$ cat src/rtl/dmem_lsu_pkg.sv
// rtl/dmem_lsu_pkg.sv - shared encodings, FSM states and defaults for the load/store unit
package dmem_lsu_pkg;

    localparam int WORD_IDX_W_DEF = 8;

    localparam logic [1:0] SZ_BYTE = 2'b00;
    localparam logic [1:0] SZ_HALF = 2'b01;
    localparam logic [1:0] SZ_WORD = 2'b10;
    localparam logic [1:0] SZ_ILL  = 2'b11;

    typedef enum logic [2:0] {
        IDLE  = 3'd0,
        RD    = 3'd1,
        SETUP = 3'd2,
        WR    = 3'd3,
        HOLD  = 3'd4,
        RESP  = 3'd5
    } lsu_state_e;

    // Illegal size or an address not aligned to the access size
    function automatic logic req_bad(input logic [1:0] size, input logic [1:0] addr_lo);
        logic bad;
        case (size)
            SZ_BYTE: bad = 1'b0;
            SZ_HALF: bad = addr_lo[0];
            SZ_WORD: bad = |addr_lo;
            default: bad = 1'b1;
        endcase
        return bad;
    endfunction

endpackage

$ cat src/rtl/dmem_lane_align.sv
// rtl/dmem_lane_align.sv - little-endian lane extraction for loads and lane merge for stores
module dmem_lane_align
    import dmem_lsu_pkg::*;
(
    input  logic [31:0] rd_word,
    input  logic [1:0]  addr_lo,
    input  logic [1:0]  size,
    input  logic        is_unsigned,
    input  logic [31:0] wdata,
    output logic [31:0] load_data,
    output logic [31:0] merged_word
);

    function automatic logic [31:0] extract_load(
        input logic [31:0] word,
        input logic [1:0]  lo,
        input logic [1:0]  sz,
        input logic        uns
    );
        logic [7:0]  b;
        logic [15:0] h;
        logic [31:0] r;
        case (lo)
            2'd0:    b = word[7:0];
            2'd1:    b = word[15:8];
            2'd2:    b = word[23:16];
            default: b = word[31:24];
        endcase
        h = lo[1] ? word[31:16] : word[15:0];
        case (sz)
            SZ_BYTE: r = {{24{b[7] & ~uns}}, b};
            SZ_HALF: r = {{16{h[15] & ~uns}}, h};
            default: r = word;
        endcase
        return r;
    endfunction

    // Only the addressed lanes take new data; the rest keep the old word
    function automatic logic [31:0] merge_store(
        input logic [31:0] old,
        input logic [31:0] wd,
        input logic [1:0]  lo,
        input logic [1:0]  sz
    );
        logic [31:0] r;
        r = old;
        case (sz)
            SZ_BYTE: begin
                case (lo)
                    2'd0:    r[7:0]   = wd[7:0];
                    2'd1:    r[15:8]  = wd[7:0];
                    2'd2:    r[23:16] = wd[7:0];
                    default: r[31:24] = wd[7:0];
                endcase
            end
            SZ_HALF: begin
                if (lo[1]) r[31:16] = wd[15:0];
                else       r[15:0]  = wd[15:0];
            end
            default: r = wd;
        endcase
        return r;
    endfunction

    assign load_data   = extract_load(rd_word, addr_lo, size, is_unsigned);
    assign merged_word = merge_store(rd_word, wdata, addr_lo, size);

endmodule

$ cat src/rtl/dmem_lsu.sv
// rtl/dmem_lsu.sv - load/store unit driving a word-organised DMEM with set-up/strobe/hold sequencing
module dmem_lsu
    import dmem_lsu_pkg::*;
#(
    parameter int WORD_IDX_W = WORD_IDX_W_DEF
) (
    input  logic        clk,
    input  logic        rst_n,
    input  logic        LSU_req_valid,
    output logic        LSU_req_ready,
    input  logic        LSU_req_write,
    input  logic [1:0]  LSU_req_size,
    input  logic        LSU_req_unsigned,
    input  logic [31:0] LSU_req_addr,
    input  logic [31:0] LSU_req_wdata,
    output logic        LSU_resp_valid,
    output logic [31:0] LSU_resp_rdata,
    output logic        LSU_resp_error,
    output logic [31:0] DMEM_address,
    output logic [31:0] DMEM_data_in,
    output logic        DMEM_mem_write,
    output logic        DMEM_mem_read,
    input  logic [31:0] DMEM_data_out
);

    lsu_state_e state;
    lsu_state_e next_state;

    logic        req_write;
    logic [1:0]  req_size;
    logic        req_unsigned;
    logic [1:0]  req_addr_lo;
    logic [31:0] req_wdata;

    logic        accept;
    logic        req_err;
    logic        req_word_store;
    logic [31:0] load_data;
    logic [31:0] merged_word;
    logic [WORD_IDX_W-1:0] word_idx;
    logic        unused_addr_hi;

    assign accept         = LSU_req_valid && LSU_req_ready;
    assign req_err        = req_bad(LSU_req_size, LSU_req_addr[1:0]);
    assign req_word_store = LSU_req_write && (LSU_req_size == SZ_WORD);
    // Upper address bits are dropped so accesses wrap within the DMEM array
    assign word_idx       = LSU_req_addr[WORD_IDX_W+1:2];
    assign unused_addr_hi = ^LSU_req_addr[31:WORD_IDX_W+2];

    dmem_lane_align u_lane_align (
        .rd_word     (DMEM_data_out),
        .addr_lo     (req_addr_lo),
        .size        (req_size),
        .is_unsigned (req_unsigned),
        .wdata       (req_wdata),
        .load_data   (load_data),
        .merged_word (merged_word)
    );

    always_ff @(posedge clk) begin
        if (!rst_n) state <= IDLE;
        else        state <= next_state;
    end

    always_comb begin
        next_state = state;
        case (state)
            IDLE: begin
                if (accept) begin
                    if (req_err)             next_state = RESP;
                    else if (req_word_store) next_state = SETUP;
                    else                     next_state = RD;
                end
            end
            RD:      next_state = req_write ? SETUP : RESP;
            SETUP:   next_state = WR;
            WR:      next_state = HOLD;
            HOLD:    next_state = RESP;
            RESP:    next_state = IDLE;
            default: next_state = IDLE;
        endcase
    end

    // Every output is a flop loaded from the state being entered, so strobes are glitch-free
    always_ff @(posedge clk) begin
        if (!rst_n) begin
            LSU_req_ready  <= 1'b0;
            LSU_resp_valid <= 1'b0;
            LSU_resp_rdata <= '0;
            LSU_resp_error <= 1'b0;
            DMEM_address   <= '0;
            DMEM_data_in   <= '0;
            DMEM_mem_write <= 1'b0;
            DMEM_mem_read  <= 1'b0;
            req_write      <= 1'b0;
            req_size       <= SZ_BYTE;
            req_unsigned   <= 1'b0;
            req_addr_lo    <= '0;
            req_wdata      <= '0;
        end else begin
            LSU_req_ready  <= (next_state == IDLE);
            LSU_resp_valid <= (next_state == RESP);
            DMEM_mem_read  <= (next_state == RD);
            DMEM_mem_write <= (next_state == WR);

            if (accept) begin
                req_write      <= LSU_req_write;
                req_size       <= LSU_req_size;
                req_unsigned   <= LSU_req_unsigned;
                req_addr_lo    <= LSU_req_addr[1:0];
                req_wdata      <= LSU_req_wdata;
                LSU_resp_rdata <= '0;
                LSU_resp_error <= req_err;
                if (!req_err) begin
                    DMEM_address <= {{(32-WORD_IDX_W){1'b0}}, word_idx};
                    if (req_word_store) DMEM_data_in <= LSU_req_wdata;
                end
            end

            if (state == RD) begin
                if (req_write) DMEM_data_in   <= merged_word;
                else           LSU_resp_rdata <= load_data;
            end
        end
    end

endmodule

$ cat config.mk
export PLATFORM = sky130hd
export DESIGN_NAME = dmem_lsu
export DESIGN_NICKNAME = d
export VERILOG_FILES = /design/src/rtl/dmem_lsu_pkg.sv /design/src/rtl/dmem_lane_align.sv /design/src/rtl/dmem_lsu.sv
export SDC_FILE = /design/constraint.sdc
export NUM_CORES = 1
export LEC_CHECK = 0
export ABC_AREA = 1
export CELL_PAD_IN_SITES_DETAIL_PLACEMENT = 1
export CELL_PAD_IN_SITES_GLOBAL_PLACEMENT = 1
export CORE_ASPECT_RATIO = 1.75
export CORE_MARGIN = 2
export CORE_UTILIZATION = 35
export CTS_CLUSTER_SIZE = 40
export DETAILED_ROUTE_END_ITERATION = 12
export HOLD_SLACK_MARGIN = 0.15
export PLACE_DENSITY_LB_ADDON = 0.05
export SLEW_MARGIN = 10
export SYNTH_ARGS = -nofsm -noshare
export SYNTH_HDL_FRONTEND = slang
export SYNTH_HIERARCHICAL = 1
export SYNTH_SLANG_ARGS = --single-unit
$ cat constraint.sdc
create_clock -name clk -period 4.7 [get_ports clk]
set_clock_uncertainty 0.15 [all_clocks]
set_input_delay 0.94 -clock clk [delete_from_list [all_inputs] [get_ports clk]]
set_output_delay 0.94 -clock clk [all_outputs]
set_load 0.005 [all_outputs]
### Word-level counts from Yosys, hierarchy flattened

Cells that the tools add are included.

* bitwise logic cells: 4
* mux-type cells: 24
* eq/ne operators: 12
* reductions and logical operators: 10

Operator list (number)
* $mux 32: 8
* $pmux 32 s2: 2
* $mux 16: 3
* $mux 8: 4
* $pmux 8 s3: 1
* $pmux 3 s5: 1
* $eq 3x2->1 const B: 3
* $mux 3: 3
* $eq 2x1->1 const B: 3
* $eq 3x1->1 const B: 2
* $eq 3x3->1 const B: 2
* $logic_not 2->1: 3
* $logic_not 3->1: 2
* $eq 2x2->1 const B: 2
* $pmux 1 s3: 1
* $reduce_or 3->1: 1
* $and 1x1->1: 2
* $logic_and 1x1->1: 2
* $mux 2: 1
* $not 1->1: 2
* $reduce_and 2->1: 1
* $reduce_or 2->1: 1

* output and inout port bits: 101
* word-level logic and storage cells: 64
* register bits: 118
* bits of input ports: 103

### Logic depth before layout (Yosys ltp)

Gate-level depths: netlist of the first run.

* depth in word-level cells: 7
* depth in mapped cells: 11
* depth with buffers taken out: 10

### Modules after synthesis

Netlist of the first run, hierarchy kept.

By module, submodules not included
* dmem_lsu: area each 4863.4 um2, instances 1, cells an instance 646, seq. area each 2362.3 um2
* dmem_lane_align: area each 1785.5 um2, instances 1, cells an instance 358, seq. area each 0.0 um2

### Worst setup path after synthesis of the first run

No wires, ideal clock.

* path type: input port to flip-flop
* start: input port DMEM_data_out[15]
* end: register LSU_resp_rdata[20]
* data required time: 4.480 ns
* setup time: 0.070 ns
* path buffers: 1
* data arrival time: 1.760 ns
* stages: 7
* path slack: 2.720 ns
* path through: inv_1 o21ai_1 nand3_2 buf_4 nand3_2 o21ai_0 a21oi_1

* longest elaborated chain between the ends: 5
* elaborated cells between the ends (all ways): 7
* those cells by class: 5 x mux; 2 x bitwise

RTL lines
* start: declaration: RTL line dmem_lsu.sv:23 `input logic [31:0] DMEM_data_out`
* $pmux 8 s3 or $mux 16 (tied branches): RTL line dmem_lane_align.sv:23, dmem_lane_align.sv:29
* $and 1x1->1 (on tied branches): RTL line dmem_lane_align.sv:31, dmem_lane_align.sv:32
* $pmux 32 s2 *: RTL line dmem_lane_align.sv:30 `case (sz)`
* net load_data[20]: RTL line dmem_lsu.sv:38 `logic [31:0] load_data;`
* $mux 32 *: RTL line dmem_lsu.sv:121 `if (req_write) DMEM_data_in <= merged_word;`
* $mux 32 *: RTL line dmem_lsu.sv:120 `if (state == RD) begin`
* end signal: assignment: RTL line dmem_lsu.sv:122 `else LSU_resp_rdata <= load_data;`
* end: declaration: RTL line dmem_lsu.sv:17 `output logic [31:0] LSU_resp_rdata,`

Mark *: on every way through the listed nets, which the timed path passes. The rest lies on a longest branch.
A chain may end at the register's enable or synchronous reset.

### Final worst setup path of the first run

* start: input port LSU_req_valid
* end: register DMEM_address[1]

* longest elaborated chain between the ends: 2

RTL lines
* start: declaration: RTL line dmem_lsu.sv:9 `input logic LSU_req_valid,`
* $logic_and 1x1->1: RTL line dmem_lsu.sv:43 `assign accept = LSU_req_valid && LSU_req_ready;`
* $reduce_and 2->1 (no line)
* end signal: assignment: RTL line dmem_lsu.sv:115 `DMEM_address <= {{(32-WORD_IDX_W){1'b0}}, word_idx};`
* end: declaration: RTL line dmem_lsu.sv:19 `output logic [31:0] DMEM_address,`

Every way passes these cells.

==> out/metrics.json, run 1 <==
{
  "outcome": {
    "status": "finished clean"
  },
  "synthesis": {
    "combinational_family_with_the_most_area_after_synthesis": "simple AND/OR/NAND/NOR gates",
    "synth-warning-count": 6,
    "synthDominantAreaCellType": "sky130_fd_sc_hd__dfxtp_1",
    "synth_compound_gate_area_share_pct": 21.6,
    "synth_most_common_cell": "sky130_fd_sc_hd__nand2_1",
    "netlist_top_cells_area": "sky130_fd_sc_hd__dfxtp_1 36%, sky130_fd_sc_hd__nand2_1 12%, sky130_fd_sc_hd__o21ai_0 10%",
    "synth-xor-area-share_pct": 0,
    "yosys_most_used_dff": "sky130_fd_sc_hd__dfxtp_1",
    "synth_top_area_share_pct": 35.5,
    "synth.distinct_cells": 29,
    "synthesis.area_per_instance_sq_um": 6.62,
    "portion_of_netlist_area_occupied_by_mux_cells_pct": 0,
    "synth_simple_gate_area_share_pct": 29.6,
    "synth.cell_area_sq_um": 6650,
    "synth-seq-area-share_pct": 35.5,
    "synth_adder_area_share_pct": 0,
    "synth-edff-count": 0,
    "synth_common_cells": "208 x sky130_fd_sc_hd__nand2_1, 139 x sky130_fd_sc_hd__o21ai_0, 120 x sky130_fd_sc_hd__nor2_1",
    "ys_ff_latch": 118,
    "synthCells": 1004,
    "async_set_or_reset_register_ratio_after_synthesis_pct": 0
  },
  "clocking": {
    "post_cts_resized": 0,
    "cts.sink_count": 118,
    "clk_pin_slew_ns": 0.06,
    "hold_buffers": 0,
    "clkLatencyLatePin_ns": 0.42,
    "tritoncts_clock_tree": "yes",
    "cts-root-to-sink-buffers": 2,
    "cts.root.buffer_cell": "sky130_fd_sc_hd__clkbuf_16",
    "cts.htree.levels": 4,
    "numCtsBuffers": 17,
    "cts_setup_buffers": 0
  },
  "drt": {
    "drcViolationCount": 0,
    "total_routed_wire_length_on_the_met1_layer_microns": 9470,
    "totalWireLength_microns": 23900,
    "wl_met3_microns": 846,
    "highest_layer": "met4",
    "ant_nets": 0,
    "drtPass1Iterations": 4,
    "avg_wl_per_cell_microns": 17.5,
    "routed-via-count": 6976,
    "drt-vias-per-instance": 5.09,
    "routed-wl-met2_microns": 13000,
    "drt-initial-drc-count": 278
  },
  "floorplanning": {
    "top_level_ports": 204,
    "fp.coreArea_sq_um": 18600,
    "start_util_pct": 35.8,
    "design.die.area_sq_um": 20200,
    "rows": 66,
    "die-height_microns": 186,
    "dieWidth_microns": 108
  },
  "hold_path": {
    "min_delay_path_depth": 2,
    "worst_hold_path_type": "register to register",
    "worst_hold_path.endpoint": "LSU_resp_rdata[18]$_SDFF_PN0_",
    "startpoint_of_the_tightest_hold_check_path": "LSU_resp_rdata[18]$_SDFF_PN0_"
  },
  "grt": {
    "grt_pass1_wl_microns": 37900,
    "groute.usage.overall_pct": 24.4,
    "total_congestion_overflow_after_global_routing": 0,
    "first_global_vias": 6997,
    "pin_count_of_the_biggest_net_entering_global_routing": 68,
    "grt_antenna_before_repair": 0
  },
  "sta": {
    "timing.final.max_slew_violations": 0,
    "final_hold_violation_count": 0,
    "max-slew-margin-rel_pct": 51.7,
    "fin_crit_ns": 3.16,
    "layout_worst_path_cycle_share_pct": 67.3,
    "tightest_slew_ns": 0.721,
    "setup-violations-final": 0,
    "maxClockFrequency_mhz": 316,
    "layout_setup_ws_ns": 1.54,
    "grt_setup_unrepaired": "no",
    "fin_tns_setup_ns": 0
  },
  "layout": {
    "num-fill-cells": 2407,
    "antennaDiodeCount": 0,
    "layout.nets": 1223,
    "final_core_util_pct": 46.5,
    "syn_to_final_growth_pct": 30.0,
    "proportion_of_layout_cells_with_a_drive_suffix_above_1_pct": 8.30,
    "final_cell_area_sq_um": 8640
  },
  "power_and_ir_drop": {
    "power.share.clock_pct": 29.9,
    "cellPowerDensity_nw_per_um2": 473,
    "power_report.internal_total_mw": 2.55,
    "power.static_leakage_nw": 3.66,
    "p_seq_share_pct": 33.3,
    "power.switching_fraction_pct": 37.5,
    "power.ir.vdd_worst_v": 0.000206,
    "power.combinational.fraction_pct": 36.9,
    "total_switching_power_mw": 1.53
  },
  "worst_setup_path": {
    "timing.critical_path.from_type": "input pin",
    "reg2reg_to": "LSU_resp_rdata[29]$_SDFF_PN0_",
    "timing.rr.start": "req_addr_lo[0]$_SDFFE_PN0N_",
    "critical_path.cell_chain": "clkdlybuf4s50_1, nand2_2, inv_2, nand2_1, inv_2, nor2_1, nor2_1",
    "crit_slowest_cell": "sky130_fd_sc_hd__inv_2",
    "path_max_fanout": 41,
    "setup_slack_of_the_worst_register_to_register_path_ns": 2.10,
    "critPathBufInv": 3,
    "worst_r2r_path_depth": 7,
    "critPathRequiredTime_ns": 4.91,
    "path_delay_family": "buffers and inverters",
    "slowest_delay_ns": 0.73,
    "worst-path-stages": 7,
    "critPathArrivalTime_ns": 3.37,
    "endpoint_kind": "register",
    "critPathKind": "input pin to register"
  },
  "placed_design": {
    "routabilityCongestion": 0.873,
    "setup_ws_pre_cts_ns": 1.02,
    "number_of_port_buffers": 157,
    "detailed_place_hpwl_microns": 17700,
    "total_placed_instance_area_sq_um": 8090
  },
  "run": {
    "max-cap-violations": 0
  }
}
flip-flops by register name, summed over array words and instances (netlist names), 2 cells and up:
signal / flops
DMEM_data_in: 32
LSU_resp_rdata: 32
req_wdata: 32
DMEM_address: 8
state: 3
req_addr_lo: 2
req_size: 2
layer usage:
layer	up-vias	global-route usage (%)
li1	3462	-
met1	3327	27.1
met2	157	45.2
met3	30	3.74
met4	0	9.66
met5	-	0
cells in the final DEF (no fill, tap or decap), types with 2 or more instances in the layout:
master                            instances
sky130_fd_sc_hd__nand3_1                 56
sky130_fd_sc_hd__nor2_1                 120
sky130_fd_sc_hd__conb_1                  24
sky130_fd_sc_hd__nand3_2                 27
sky130_fd_sc_hd__clkdlybuf4s50_1        156
sky130_fd_sc_hd__o21ai_0                139
sky130_fd_sc_hd__dfxtp_1                118
sky130_fd_sc_hd__buf_4                    9
sky130_fd_sc_hd__nor3_1                   7
sky130_fd_sc_hd__clkbuf_16               17
sky130_fd_sc_hd__a21oi_1                 97
sky130_fd_sc_hd__clkinvlp_4               5
sky130_fd_sc_hd__nor2_4                   2
sky130_fd_sc_hd__inv_2                   11
sky130_fd_sc_hd__nand2_1                208
sky130_fd_sc_hd__nor2_2                   5
sky130_fd_sc_hd__o21ai_1                 26
sky130_fd_sc_hd__clkinv_2                 2
sky130_fd_sc_hd__clkinv_4                 2
sky130_fd_sc_hd__nand2_4                  2
sky130_fd_sc_hd__nand2_2                  4
sky130_fd_sc_hd__inv_1                   70
sky130_fd_sc_hd__o211ai_1                12
sky130_fd_sc_hd__clkbuf_1                 2
cell type report:
cell class              instances  area, sq um  share of cell area (%)
multi-input cells             736         3490                    40.4
flip-flops and latches        118         2360                    27.3
inverters                      81          304                    3.52
clock buffers                  20          447                    5.17
repair buffers                166         1630                    18.9
well taps                     238          298                    3.45
clock inverters                11          104                    1.20
power by group through the flow:
stage,sequential [mW],combinational (mW),clock (mW)
after detailed placement,1.38,1.51,0
after CTS,1.36,1.53,1.25
after floorplan,1.33,0.985,0
final,1.36,1.51,1.22
after global routing,1.38,1.70,1.29
after global placement,1.38,1.50,0
metrics by stage:
stage                     power [mW]  hold slack (ns)  std cells
after floorplan                 2.32            0.305       1027
after global placement          2.87            0.301       1339
after detailed placement        2.89            0.307       1339
final                           4.09            0.312       1370
after CTS                       4.14            0.316       1370
after global routing            4.37            0.332       1370
kinds of logic (layout without fill, tap and decap cells):
kind of cell    after synthesis  after routing
other cells                   1             24
buf+inv                     173            278
compound gates              277            277
simple gates                435            435
flops                       118            118
worst max path at each step:
| stage | slack [ns] | end | start |
|---|---|---|---|
| 5_1_grt | 1.26 | DMEM_address[6]$_SDFFE_PN0P_ | LSU_req_valid |
| 2_1_floorplan | 2.72 | LSU_resp_rdata[20]$_SDFF_PN0_ | DMEM_data_out[15] |
| 6_report | 1.54 | DMEM_address[1]$_SDFFE_PN0P_ | LSU_req_valid |
| 4_1_cts | 1.45 | DMEM_address[1]$_SDFFE_PN0P_ | LSU_req_valid |
| 3_3_place_gp | 1.02 | DMEM_address[3]$_SDFFE_PN0P_ | LSU_req_valid |
| 3_5_place_dp | 1.02 | DMEM_address[0]$_SDFFE_PN0P_ | LSU_req_valid |
worst register-to-register path: stages, from the launching register on:
cell and delay [ns]:
sky130_fd_sc_hd__dfxtp_1 0.76, sky130_fd_sc_hd__nand2_2 0.38, sky130_fd_sc_hd__nor2_1 0.22, sky130_fd_sc_hd__nor2_2 0.06, sky130_fd_sc_hd__nand3_2 0.48, sky130_fd_sc_hd__nand3_2 0.13
sky130_fd_sc_hd__o21ai_0 0.22, sky130_fd_sc_hd__a21oi_1 0.06
Power figures use the tool's default switching activity.
==> inputs of run 2 (changes only) <==
CORE_UTILIZATION = 33   (was 35)
clock period = 3.1 ns   (was 4.7 ns; I/O delays follow)
==> out/metrics.json, run 2 (synthesized netlist as in run 1, its figures left out) <==
{
  "outcome": {
    "status": "finished clean"
  },
  "drt": {
    "drtPass1Iterations": 4,
    "ant_nets": 0,
    "drt-vias-per-instance": 5.00,
    "totalWireLength_microns": 24200,
    "avg_wl_per_cell_microns": 17.4,
    "drcViolationCount": 0,
    "routed-via-count": 6953,
    "drt-initial-drc-count": 306
  },
  "clocking": {
    "cts_setup_buffers": 0,
    "post_cts_resized": 0,
    "tritoncts_clock_tree": "yes",
    "clkLatencyLatePin_ns": 0.42,
    "clk_pin_slew_ns": 0.06,
    "cts.sink_count": 118,
    "hold_buffers": 0,
    "cts.root.buffer_cell": "sky130_fd_sc_hd__clkbuf_16",
    "cts.htree.levels": 4,
    "numCtsBuffers": 17,
    "cts-root-to-sink-buffers": 2
  },
  "worst_setup_path": {
    "setup_slack_of_the_worst_register_to_register_path_ns": 0.81,
    "worst_setup_path_endpoint": "LSU_resp_rdata[17]$_SDFF_PN0_",
    "critPathKind": "register to register",
    "critPathLaunch": "req_addr_lo[1]$_SDFFE_PN0N_",
    "worst_r2r_path_depth": 7,
    "timing.rr.start": "req_addr_lo[1]$_SDFFE_PN0N_",
    "reg2reg_to": "LSU_resp_rdata[17]$_SDFF_PN0_",
    "timing.critical_path.from_type": "register",
    "endpoint_kind": "register",
    "critPathArrivalTime_ns": 2.49,
    "critPathRequiredTime_ns": 3.29,
    "path_max_fanout": 16
  },
  "power_and_ir_drop": {
    "power_report.internal_total_mw": 4.13,
    "power.share.clock_pct": 31.8,
    "report.power.total_mw": 6.47,
    "total_switching_power_mw": 2.34,
    "power.combinational.fraction_pct": 36.3,
    "power.static_leakage_nw": 3.78,
    "power.ir.vdd_worst_v": 0.000351,
    "p_seq_share_pct": 31.9,
    "cellPowerDensity_nw_per_um2": 731,
    "power.switching_fraction_pct": 36.2
  },
  "layout": {
    "stdcell_count": 1391,
    "antennaDiodeCount": 0,
    "top_regs": "DMEM_data_in x32, LSU_resp_rdata x32, req_wdata x32",
    "mostFrequentLayoutCells": "208 x sky130_fd_sc_hd__nand2_1, 156 x sky130_fd_sc_hd__clkdlybuf4s50_1, 139 x sky130_fd_sc_hd__o21ai_0, 120 x sky130_fd_sc_hd__nor2_1, 118 x sky130_fd_sc_hd__dfxtp_1",
    "final_common_cell": "sky130_fd_sc_hd__nand2_1",
    "num-fill-cells": 2609,
    "proportion_of_layout_cells_with_a_drive_suffix_above_1_pct": 9.42,
    "syn_to_final_growth_pct": 33.2,
    "final_cell_area_sq_um": 8850,
    "layout.nets": 1236
  },
  "floorplanning": {
    "top_level_ports": 204,
    "start_util_pct": 33.7,
    "dieWidth_microns": 111,
    "rows": 68,
    "fp.coreArea_sq_um": 19700,
    "design.die.area_sq_um": 21300,
    "die-height_microns": 192
  },
  "grt": {
    "total_congestion_overflow_after_global_routing": 0,
    "groute.usage.overall_pct": 22.9,
    "pin_count_of_the_biggest_net_entering_global_routing": 68,
    "grt_util_met1_pct": 25.6,
    "grt_pass1_wl_microns": 38700,
    "grt_busiest_layer": "met2",
    "first_global_vias": 7208,
    "met2_usage_pct": 42.5,
    "grt_antenna_before_repair": 0,
    "grt_util_met3_pct": 3.53
  },
  "placed_design": {
    "dp_cells": 1359,
    "routabilityCongestion": 0.900,
    "total_placed_instance_area_sq_um": 8250,
    "detailed_place_hpwl_microns": 18400,
    "number_of_port_buffers": 157
  },
  "sta": {
    "fin_crit_ns": 2.29,
    "max-slew-margin-rel_pct": 54.4,
    "maxClockFrequency_mhz": 436,
    "fin_tns_setup_ns": 0,
    "timing.final.max_slew_violations": 0,
    "tightest_slew_ns": 0.684,
    "layout_worst_path_cycle_share_pct": 74.0,
    "grt_setup_unrepaired": "no",
    "final_hold_violation_count": 0,
    "setup-violations-final": 0
  },
  "hold_path": {
    "worst_hold_path_type": "register to register"
  },
  "run": {
    "max-cap-violations": 0
  }
}
[run 2: how the worst min path moves through the flow]
stage          cells past startpoint  slack, ns                       endpoint                           from
6_report                           2       0.31  LSU_resp_rdata[14]$_SDFF_PN0_  LSU_resp_rdata[14]$_SDFF_PN0_
5_1_grt                            2       0.34  LSU_resp_rdata[20]$_SDFF_PN0_  LSU_resp_rdata[20]$_SDFF_PN0_
4_1_cts                            2       0.32  LSU_resp_rdata[14]$_SDFF_PN0_  LSU_resp_rdata[14]$_SDFF_PN0_
3_5_place_dp                       2       0.31  LSU_resp_rdata[14]$_SDFF_PN0_  LSU_resp_rdata[14]$_SDFF_PN0_
2_1_floorplan                      2       0.30   LSU_resp_rdata[1]$_SDFF_PN0_   LSU_resp_rdata[1]$_SDFF_PN0_
3_3_place_gp                       2       0.30   LSU_resp_rdata[1]$_SDFF_PN0_   LSU_resp_rdata[1]$_SDFF_PN0_
[run 2: stage by stage]
step / util, % / hold slack [ns] / worst slack [ns]
floorplan: - / 0.305 / 1.44
global route: 44.9 / 0.341 / 0.578
global placement: 41.8 / 0.301 / 0.468
detailed placement: 41.8 / 0.308 / 0.434
CTS: 44.9 / 0.317 / 0.793
finish: 44.9 / 0.313 / 0.805
[run 2: final cells by class]
type	instances	area, sq um	share of cell area [%]
clock buffer	21	460	5.20
clock inverter	11	148	1.67
inverter	81	304	3.43
multi-input combinational	736	3490	39.4
sequential	118	2360	26.7
tap	245	307	3.46
timing repair buffer	179	1780	20.1
[run 2: critical path, cell delays in order, from the launching register on]
cell,delay [ns]
sky130_fd_sc_hd__dfxtp_1,0.70
sky130_fd_sc_hd__buf_4,0.29
sky130_fd_sc_hd__nand2_1,0.07
sky130_fd_sc_hd__o21ai_1,0.13
sky130_fd_sc_hd__nand3_2,0.43
sky130_fd_sc_hd__nand3_1,0.22
sky130_fd_sc_hd__o21ai_0,0.10
sky130_fd_sc_hd__a21oi_1,0.12
[run 2: per-layer routing]
metal | routed length, microns | part of all wire [%] | up-vias
li1 | - | - | 3493
met1 | 9640 | 40 | 3271
met2 | 12900 | 53 | 151
met3 | 771 | 3.2 | 38
met4 | 863 | 3.6 | 0
met5 | 0 | 0 | -
[run 2: power by group through the flow]
| stage | logic [mW] | clock network (mW) | registers [mW] |
|---|---|---|---|
| 6_report | 2.35 | 2.06 | 2.06 |
| 5_1_grt | 2.64 | 2.16 | 2.11 |
| 4_1_cts | 2.38 | 2.10 | 2.07 |
| 3_5_place_dp | 2.37 | 0 | 2.10 |
| 3_3_place_gp | 2.34 | 0 | 2.09 |
| 2_1_floorplan | 1.49 | 0 | 2.02 |
==> inputs of run 3 (changes only) <==
clock period = 2.3 ns   (was 3.1 ns; I/O delays follow)
==> out/metrics.json, run 3 (synthesized netlist as in run 1, its figures left out) <==
{
  "clocking": {
    "cts_setup_buffers": 0,
    "clk_pin_slew_ns": 0.05,
    "cts.root.buffer_cell": "sky130_fd_sc_hd__clkbuf_16",
    "cts-root-to-sink-buffers": 2,
    "cts.sink_count": 118,
    "tritoncts_clock_tree": "yes",
    "numCtsBuffers": 17,
    "cts.htree.levels": 4,
    "clkLatencyLatePin_ns": 0.43
  },
  "drt": {
    "highest_layer": "met4",
    "routed-via-count": 7028,
    "routed-wl-met2_microns": 13400,
    "drt-vias-per-instance": 5.00,
    "totalWireLength_microns": 24800,
    "wl_met3_microns": 971,
    "drt-initial-drc-count": 365,
    "drtPass1Iterations": 4,
    "total_routed_wire_length_on_the_met1_layer_microns": 9680,
    "ant_nets": 0,
    "drcViolationCount": 0,
    "avg_wl_per_cell_microns": 17.6
  },
  "worst_setup_path": {
    "critPathKind": "register to register",
    "endpoint_kind": "register",
    "critical_path.cell_chain": "nand2_2, nor2_1, nor2_2, nand3_2, buf_12, nand3_1, o21ai_0, a21oi_1",
    "timing.critical_path.from_type": "register",
    "critPathArrivalTime_ns": 2.23,
    "crit_slowest_cell": "sky130_fd_sc_hd__dfxtp_1",
    "critPathRequiredTime_ns": 2.46,
    "slowest_delay_ns": 0.61,
    "path_max_fanout": 16
  },
  "layout": {
    "antennaDiodeCount": 0,
    "mostFrequentLayoutCells": "208 x sky130_fd_sc_hd__nand2_1, 156 x sky130_fd_sc_hd__clkdlybuf4s50_1, 139 x sky130_fd_sc_hd__o21ai_0, 120 x sky130_fd_sc_hd__nor2_1, 117 x sky130_fd_sc_hd__dfxtp_1",
    "proportion_of_layout_cells_with_a_drive_suffix_above_1_pct": 10.5,
    "layout.nets": 1250,
    "syn_to_final_growth_pct": 35.8,
    "final_common_cell": "sky130_fd_sc_hd__nand2_1",
    "final_cell_area_sq_um": 9030,
    "top_regs": "DMEM_data_in x32, LSU_resp_rdata x32, req_wdata x32"
  },
  "sta": {
    "fin_crit_ns": 2.08,
    "timing.final.max_slew_violations": 0,
    "final_hold_violation_count": 0,
    "layout_setup_ws_ns": 0.224,
    "maxClockFrequency_mhz": 482,
    "layout_worst_path_cycle_share_pct": 90.3,
    "grt_setup_unrepaired": "no",
    "fin_tns_setup_ns": 0,
    "setup-violations-final": 0
  },
  "grt": {
    "grt_pass1_wl_microns": 38700,
    "grt_antenna_before_repair": 0,
    "total_congestion_overflow_after_global_routing": 0,
    "first_global_vias": 7162,
    "groute.usage.overall_pct": 23.2,
    "pin_count_of_the_biggest_net_entering_global_routing": 113
  },
  "run": {
    "max-cap-violations": 0
  },
  "placed_design": {
    "total_placed_instance_area_sq_um": 8410,
    "setup_ws_pre_cts_ns": 0.0975,
    "number_of_port_buffers": 157,
    "detailed_place_hpwl_microns": 18600,
    "routabilityCongestion": 0.861
  },
  "floorplanning": {
    "top_level_ports": 204,
    "die-height_microns": 192,
    "rows": 68,
    "dieWidth_microns": 111,
    "fp.coreArea_sq_um": 19700,
    "start_util_pct": 33.7,
    "design.die.area_sq_um": 21300
  },
  "power_and_ir_drop": {
    "power.static_leakage_nw": 3.88,
    "power.ir.vdd_worst_v": 0.000478,
    "cellPowerDensity_nw_per_um2": 983
  },
  "hold_path": {
    "worst_hold_path_type": "register to register"
  },
  "outcome": {
    "status": "finished clean"
  }
}
[run 3: changes by cell type in the layout (fill, tap and decap cells not counted), sizes merged]
cell / previous run / this run
buf: 23 / 37
clkbuf: 21 / 24
clkinv: 2 / 3
inv: 83 / 81
clkinvlp: 4 / 2
[run 3: per-layer routing]
layer,up-vias,track usage (%)
met1,3298,24.9
met3,35,5.02
li1,3526,-
met4,0,10.0
met2,169,43.6
met5,-,0
[run 3: metrics by stage]
stage          power (mW)  hold slack [ns]  util [%]  std cells
2_1_floorplan        4.73            0.305         -       1027
3_3_place_gp         6.09            0.302      42.6       1373
3_5_place_dp         6.13            0.307      42.6       1373
4_1_cts              8.97            0.316      45.7       1405
5_1_grt              9.44            0.337      45.7       1405
6_report             8.87            0.312      45.7       1405
[run 3: repair_timing]
| item | in CTS | in global routing |
|---|---|---|
| hold buffers | 0 | 0 |
| endpoints found under the setup margin | 0 | 12 |
| resized for setup | 0 | 1 |
| endpoints found under the hold margin | 0 | 0 |
[run 3: report_power, final]
| part | leakage, nW | internal (mW) | switching, mW | total (mW) |
|---|---|---|---|---|
| clock | 0.296 | 1.81 | 0.985 | 2.80 |
| combinational | 2.63 | 1.44 | 1.87 | 3.31 |
| sequential | 0.961 | 2.45 | 0.319 | 2.77 |
[run 3: layout make-up]
class | instances | area [sq um]
fillers | 2565 | 10700
flip-flops and latches | 118 | 2360
clock buffers | 24 | 492
clock inverters | 8 | 120
well taps | 245 | 307
repair buffers | 193 | 1950
inverters | 81 | 304
multi-input cells | 736 | 3490
[run 3: path summary, 6_finish.rpt]
kind,slack [ns],cells after the start,from,end
setup reg to reg,0.22,8,req_addr_lo[0]$_SDFFE_PN0N_,LSU_resp_rdata[30]$_SDFF_PN0_
hold reg to reg,0.31,2,LSU_resp_rdata[13]$_SDFF_PN0_,LSU_resp_rdata[13]$_SDFF_PN0_
setup / recovery,0.22,8,req_addr_lo[0]$_SDFFE_PN0N_,LSU_resp_rdata[30]$_SDFF_PN0_
hold / removal,0.31,2,LSU_resp_rdata[13]$_SDFF_PN0_,LSU_resp_rdata[13]$_SDFF_PN0_
[run 3: critical path: cells and delay by family, from the launching register on]
family	cells	cell delay [ns]
and+or+nand+nor	5	0.80
DFF	1	0.61
AOI/OAI and AO/OA	2	0.21
buffers and inverters	1	0.17
